==> src/rtl/elevator_call_dispatcher.sv <==
// elevator_call_dispatcher: SCAN call scheduler driving target floor and door dwell for the car controller
module elevator_call_dispatcher #(
  parameter int FLOOR_COUNT  = 50,
  parameter int FLOOR_W      = 6,
  parameter int DWELL_CYCLES = 8
) (
  input  logic                   clk,
  input  logic                   reset,
  input  logic                   req_valid,
  input  logic [FLOOR_W-1:0]     req_floor,
  input  logic [FLOOR_W-1:0]     car_floor,
  output logic [FLOOR_W-1:0]     requested_floor,
  output logic                   target_valid,
  output logic                   door_open,
  output logic [1:0]             direction,
  output logic [FLOOR_COUNT-1:0] pending,
  output logic                   req_err
);
  localparam int CNT_W = $clog2(DWELL_CYCLES + 1);
  localparam logic [CNT_W-1:0] DWELL = CNT_W'(DWELL_CYCLES);
  localparam logic [FLOOR_W-1:0] LAST = FLOOR_W'(FLOOR_COUNT - 1);
  localparam logic [1:0] UP = 2'b01;
  localparam logic [1:0] DN = 2'b10;
  typedef enum logic [1:0] {IDLE, SERVE, DWELL_ST} state_t;
  state_t state, state_n;
  logic [CNT_W-1:0] cnt, cnt_n;
  logic [1:0] dir_n;
  logic [FLOOR_W-1:0] tgt_n, up_f, dn_f;
  logic [FLOOR_COUNT-1:0] set_m, clr_m;
  logic up_ok, dn_ok, car_ok, req_ok, here, reload, go_up;
  always_comb begin
    up_ok = 1'b0;
    dn_ok = 1'b0;
    up_f = '0;
    dn_f = '0;
    for (int i = FLOOR_COUNT - 1; i >= 0; i--)
      if (pending[i] && FLOOR_W'(i) > car_floor) begin
        up_ok = 1'b1;
        up_f = FLOOR_W'(i);
      end
    for (int i = 0; i < FLOOR_COUNT; i++)
      if (pending[i] && FLOOR_W'(i) < car_floor) begin
        dn_ok = 1'b1;
        dn_f = FLOOR_W'(i);
      end
  end
  assign car_ok = car_floor <= LAST;
  assign req_ok = req_valid && req_floor <= LAST;
  assign here   = car_ok && pending[car_floor];
  // a call for the floor the door is open at just extends the stop
  assign reload = state == DWELL_ST && req_ok && req_floor == car_floor;
  assign set_m  = req_ok && !reload ? FLOOR_COUNT'(1) << req_floor : '0;
  // an idle stop has no heading, so it leaves upward first like IDLE does
  assign go_up  = direction == DN ? !dn_ok && up_ok : up_ok;
  always_comb begin
    state_n = state;
    cnt_n = cnt;
    dir_n = direction;
    tgt_n = requested_floor;
    clr_m = '0;
    case (state)
      IDLE: begin
        tgt_n = car_floor;
        dir_n = 2'b00;
        if (here) begin
          state_n = DWELL_ST;
          cnt_n = DWELL;
          clr_m = FLOOR_COUNT'(1) << car_floor;
        end else if (up_ok || dn_ok) begin
          state_n = SERVE;
          dir_n = up_ok ? UP : DN;
          tgt_n = up_ok ? up_f : dn_f;
        end
      end
      SERVE: begin
        if (car_floor == requested_floor) begin
          state_n = DWELL_ST;
          cnt_n = DWELL;
          clr_m = FLOOR_COUNT'(1) << requested_floor;
        end else if (direction == UP ? up_ok : dn_ok) begin
          tgt_n = direction == UP ? up_f : dn_f;
        end else begin
          state_n = IDLE;
          dir_n = 2'b00;
          tgt_n = car_floor;
        end
      end
      DWELL_ST: begin
        if (reload) cnt_n = DWELL;
        else if (cnt > CNT_W'(1)) cnt_n = cnt - 1'b1;
        else begin
          state_n = up_ok || dn_ok ? SERVE : IDLE;
          dir_n = go_up ? UP : dn_ok ? DN : 2'b00;
          tgt_n = go_up ? up_f : dn_ok ? dn_f : car_floor;
        end
      end
      default: state_n = IDLE;
    endcase
  end
  always_ff @(posedge clk or negedge reset)
    if (!reset) begin
      state <= IDLE;
      cnt <= '0;
      direction <= '0;
      requested_floor <= '0;
      pending <= '0;
      req_err <= 1'b0;
      target_valid <= 1'b0;
      door_open <= 1'b0;
    end else begin
      state <= state_n;
      cnt <= cnt_n;
      direction <= dir_n;
      requested_floor <= tgt_n;
      pending <= (pending | set_m) & ~clr_m;
      req_err <= req_valid && req_floor > LAST;
      target_valid <= state_n == SERVE;
      door_open <= state_n == DWELL_ST;
    end
endmodule
==> config.mk <==
export PLATFORM = sky130hd
export DESIGN_NAME = elevator_call_dispatcher
export DESIGN_NICKNAME = d
export VERILOG_FILES = /design/src/rtl/elevator_call_dispatcher.sv
export SDC_FILE = /design/constraint.sdc
export NUM_CORES = 1
export LEC_CHECK = 0
export ABC_AREA = 1
export CORE_MARGIN = 4
export CORE_UTILIZATION = 50
export CTS_BUF_LIST = sky130_fd_sc_hd__clkbuf_4 sky130_fd_sc_hd__clkbuf_8
export DETAILED_ROUTE_END_ITERATION = 12
export GPL_TIMING_DRIVEN = 0
export PLACE_DENSITY = 0.72
export SLEW_MARGIN = 10
export SYNTH_ARGS = -nofsm -noshare
export SYNTH_HDL_FRONTEND = slang
export SYNTH_SLANG_ARGS = --single-unit
==> constraint.sdc <==
create_clock -name clk -period 4.5 [get_ports clk]
set_input_delay 0.675 -clock clk [delete_from_list [all_inputs] [get_ports clk]]
set_output_delay 0.675 -clock clk [all_outputs]
set_load 0.005 [all_outputs]
==> metrics.json <==
{
  "die": {
    "floorplan.initialDensity_pct": 51.1,
    "die_w_um": 127,
    "rows": 43,
    "design.portCount": 76,
    "die-area_mm2": 0.0162,
    "design.core.area_mm2": 0.0139,
    "die_h_um": 127
  },
  "routing": {
    "drt-wirelength-per-cell_um": 24.1,
    "detailroute.via_count": 9664,
    "drtIter0Drc": 1925,
    "drt-total-wl_um": 35400,
    "post-route-drc-count": 0,
    "detailedRoute.firstPassIterationCount": 7,
    "drtAntennaViolNets": 0,
    "drt-vias-per-instance": 6.57
  },
  "yosys": {
    "syn_nets": 1208,
    "synth_enable_flop_cells": 0,
    "synthMuxAreaShare_pct": 0,
    "asyncSetResetFlopFracSynth_pct": 100,
    "synth-simple-area-share_pct": 38.9,
    "post_synth.cell_area_avg_um2": 6.00,
    "synth-seq-area-share_pct": 23.5,
    "synth_adder_area_share_pct": 1.05,
    "prevailing_post_synth_register_cell": "sky130_fd_sc_hd__dfrtp_1",
    "synth_xor_area_share_pct": 0.615,
    "summed_instance_area_of_the_synthesized_netlist_mm2": 0.00713,
    "synthDistinctLibCells": 58,
    "post_synth_inst_count": 1187,
    "yosys_register_bits": 67,
    "dominant_combinational_cell_family_by_area_after_synthesis": "simple AND/OR/NAND/NOR gates",
    "synth.yosys.warnings": 0,
    "synth_compound_area_share_pct": 21.9
  },
  "cells_and_area": {
    "layout-drive-gt1-share_pct": 9.75,
    "layout-area-overhead-vs-synth_pct": 21.7,
    "antenna_cells": 0,
    "design.final.nets": 1308,
    "finish.utilization_pct": 62.2,
    "number_of_inserted_filler_cells_in_the_final_layout": 1358
  },
  "pwr": {
    "p_sw_w": 0.00216,
    "share_seq_of_total_power_pct": 24.4,
    "power_w": 0.00414,
    "power_frac_clock_pct": 13.9,
    "power_per_cell_area_mw_per_mm2": 477,
    "cellLeakagePower_nw": 4.05,
    "netSwitchingFraction_pct": 52.2,
    "peakVddDrop_mv": 0.395,
    "internal_power_w": 0.00198,
    "p_comb_share_pct": 61.6
  },
  "global_routing": {
    "antenna_violations_before_repair": 0,
    "pin_count_of_the_biggest_net_entering_global_routing": 43,
    "grt_util_all_layers_pct": 42.4,
    "wire_length_of_the_first_global_routing_pass_um": 51500,
    "grt_pass1_vias": 8646,
    "grt_remaining_overflow": 0
  },
  "timing": {
    "finalHoldViolCount": 0,
    "max_freq_ghz": 0.222,
    "finClkSkew_ns": 0.0163,
    "timing.slew.headroom_pct": 31.4,
    "finalSetupTns_ns": 0,
    "period_needed_ns": 4.49,
    "maxSlewViolCount": 0,
    "period_share_pct": 99.9,
    "final-setup-viol-count": 0,
    "tightestPinTransition_ns": 1.02,
    "rsz0062_at_grt": "true"
  },
  "worst_setup_path": {
    "arrival_ns": 4.72,
    "cp_class": "in -> reg",
    "crit_required_ns": 4.73,
    "critPathLaunchType": "input pin",
    "worstPathMaxFanout": 10,
    "endpoint_kind": "flop"
  },
  "clock_tree": {
    "tritoncts": "built",
    "cts.sinks": 67,
    "depth_of_the_cts_h_tree": 3,
    "cts_inserted_buffers": 9,
    "cts.path.max_buffers": 2,
    "insertion_delay_ns": 0.39,
    "clk_root_buffer_cell": "sky130_fd_sc_hd__clkbuf_8",
    "clk_pin_slew_ns": 0.10
  },
  "place": {
    "routabilityCongestion": 1.11,
    "portBuffers": 70,
    "dp_hpwl_um": 27800
  },
  "run_status": {
    "status": "finished clean"
  },
  "flow_run": {
    "max_cap_viol_count": 0
  },
  "hold_path": {
    "min_path_type": "in -> async"
  }
}
cell usage after synthesis, types with 5 or more instances:
master / count / area [um^2]
sky130_fd_sc_hd__a31oi_1: 12 / 75.1
sky130_fd_sc_hd__nand4_1: 44 / 275
sky130_fd_sc_hd__o211ai_1: 11 / 82.6
sky130_fd_sc_hd__inv_2: 15 / 56.3
sky130_fd_sc_hd__nor3_1: 57 / 285
sky130_fd_sc_hd__nor2_1: 195 / 732
sky130_fd_sc_hd__ha_1: 6 / 75.1
sky130_fd_sc_hd__clkbuf_1: 29 / 109
sky130_fd_sc_hd__nor2_2: 6 / 37.5
sky130_fd_sc_hd__a221oi_1: 40 / 350
sky130_fd_sc_hd__o22ai_1: 18 / 113
sky130_fd_sc_hd__a22oi_1: 6 / 45.0
sky130_fd_sc_hd__a21oi_1: 31 / 155
sky130_fd_sc_hd__o21ai_0: 57 / 285
sky130_fd_sc_hd__o21ai_1: 7 / 35.0
sky130_fd_sc_hd__buf_6: 5 / 56.3
sky130_fd_sc_hd__nand2_2: 7 / 43.8
sky130_fd_sc_hd__o31ai_1: 6 / 45.0
sky130_fd_sc_hd__nand2_1: 249 / 935
sky130_fd_sc_hd__nand3_1: 38 / 190
sky130_fd_sc_hd__o221ai_1: 9 / 78.8
sky130_fd_sc_hd__nor4_1: 13 / 81.3
sky130_fd_sc_hd__inv_1: 192 / 721
sky130_fd_sc_hd__dfrtp_1: 67 / 1680
repair_timing:
| action | in CTS | in global routing |
|---|---|---|
| pin swaps | 2 | 7 |
| gates cloned | 0 | 1 |
| hold buffers | 0 | 0 |
| gates resized for setup | 28 | 46 |
| setup endpoints to repair | 51 | 18 |
| setup buffers | 3 | 14 |
registers in the layout (all words and copies together), names as in the netlist:
signal	flops
door_open	1
state	2
pending	50
requested_floor	6
direction	2
target_valid	1
req_err	1
cnt	4
kinds of logic (layout without fill, tap and decap cells):
kind of cell             count (synthesis)  after routing
flip-flops                              67             67
AO/OA/AOI/OAI                          230            230
XOR/XNOR                                 5              5
buffers and inverters                  253            358
adder cells (fa/ha/maj)                  6              6
AND/OR/NAND/NOR                        626            626
worst max-delay path, stage by stage:
cell and delay [ns]:
sky130_fd_sc_hd__buf_4 0.14, sky130_fd_sc_hd__buf_12 0.15, sky130_fd_sc_hd__buf_4 0.14, sky130_fd_sc_hd__nor2_4 0.31, sky130_fd_sc_hd__inv_1 0.14, sky130_fd_sc_hd__clkbuf_1 0.33
sky130_fd_sc_hd__o22ai_1 0.19, sky130_fd_sc_hd__o21ai_0 0.12, sky130_fd_sc_hd__a41oi_1 0.27, sky130_fd_sc_hd__a21oi_1 0.10, sky130_fd_sc_hd__o21ai_4 0.36, sky130_fd_sc_hd__inv_1 0.29
sky130_fd_sc_hd__nor2_4 0.37, sky130_fd_sc_hd__inv_2 0.20, sky130_fd_sc_hd__nor2_1 0.35, sky130_fd_sc_hd__inv_1 0.22, sky130_fd_sc_hd__nor4_1 0.23, sky130_fd_sc_hd__a221oi_1 0.11
path summary, 6_finish.rpt:
kind                       depth (start not counted)               endpoint  slack (ns)                            from
max                                               18  pending[15]$_DFF_PN0_       0.005                    car_floor[1]
min                                                1  pending[13]$_DFF_PN0_        0.20                           reset
max reg2reg                                       13  pending[43]$_DFF_PN0_        0.62  requested_floor[2]$_DFFE_PN0P_
min reg2reg                                        3     cnt[2]$_DFFE_PN0P_        0.56              cnt[2]$_DFFE_PN0P_
max in group asynchronous                          2     state[0]$_DFF_PN0_        3.74                           reset
min in group clk                                   3     cnt[2]$_DFFE_PN0P_        0.56              cnt[2]$_DFFE_PN0P_
routing by layer:
layer / share of wire, % / vias to the layer above / wire length, um / global-route usage, %
met2: 40 / 879 / 14000 / 58.4
met4: 6.5 / 2 / 2290 / 22.8
li1: - / 4197 / - / -
met3: 16 / 163 / 5740 / 14.5
met1: 38 / 4423 / 13300 / 58.0
met5: 0.085 / - / 30 / 0
power groups by stage:
stage          clock, W  combinational [W]  sequential [W]
2_1_floorplan         0            0.00140        0.000960
3_3_place_gp          0            0.00233        0.000998
3_5_place_dp          0            0.00234         0.00101
4_1_cts        0.000566            0.00238        0.000995
5_1_grt        0.000589            0.00272         0.00103
6_report       0.000577            0.00255         0.00101
through the flow:
stage                     setup WS (ns)  instance area, um^2  cells  hold WS, ns
after global routing            -0.0857                 8670   1472        0.237
after detailed placement          -1.53                 8080   1438        0.538
after CTS                         0.124                 8400   1457        0.219
final                           0.00536                 8670   1472        0.196
after global placement            -1.54                 8050   1437        0.531
after floorplan                   0.771                 7130   1187        0.379
cell type report:
type                            instances  area, um^2  share of cell area [%]
Clock buffer                           10         131                    1.52
Inverter                              213         823                    9.50
Sequential cell                        67        1680                    19.3
Timing Repair Buffer                   89         900                    10.4
Clock inverter                          6        73.8                   0.851
Tap cell                              180         225                    2.60
Buffer                                 40         231                    2.67
Multi-Input combinational cell        867        4610                    53.2
layout by cell type (no fill, tap or decap), types with 6 or more instances in the layout:
cell type,n
sky130_fd_sc_hd__a21oi_1,29
sky130_fd_sc_hd__a221oi_1,40
sky130_fd_sc_hd__a22oi_1,6
sky130_fd_sc_hd__a31oi_1,11
sky130_fd_sc_hd__buf_4,17
sky130_fd_sc_hd__clkbuf_1,27
sky130_fd_sc_hd__clkbuf_8,9
sky130_fd_sc_hd__clkdlybuf4s50_1,66
sky130_fd_sc_hd__dfrtp_1,67
sky130_fd_sc_hd__ha_1,6
sky130_fd_sc_hd__inv_1,190
sky130_fd_sc_hd__inv_2,15
sky130_fd_sc_hd__nand2_1,242
sky130_fd_sc_hd__nand2_2,13
sky130_fd_sc_hd__nand3_1,38
sky130_fd_sc_hd__nand4_1,44
sky130_fd_sc_hd__nor2_1,185
sky130_fd_sc_hd__nor2_2,10
sky130_fd_sc_hd__nor2_4,9
sky130_fd_sc_hd__nor3_1,57
sky130_fd_sc_hd__nor4_1,12
sky130_fd_sc_hd__o211ai_1,11
sky130_fd_sc_hd__o21ai_0,54
sky130_fd_sc_hd__o21ai_1,9
sky130_fd_sc_hd__o221ai_1,9
sky130_fd_sc_hd__o22ai_1,18
Note: power is estimated with default switching activity, not from simulation.
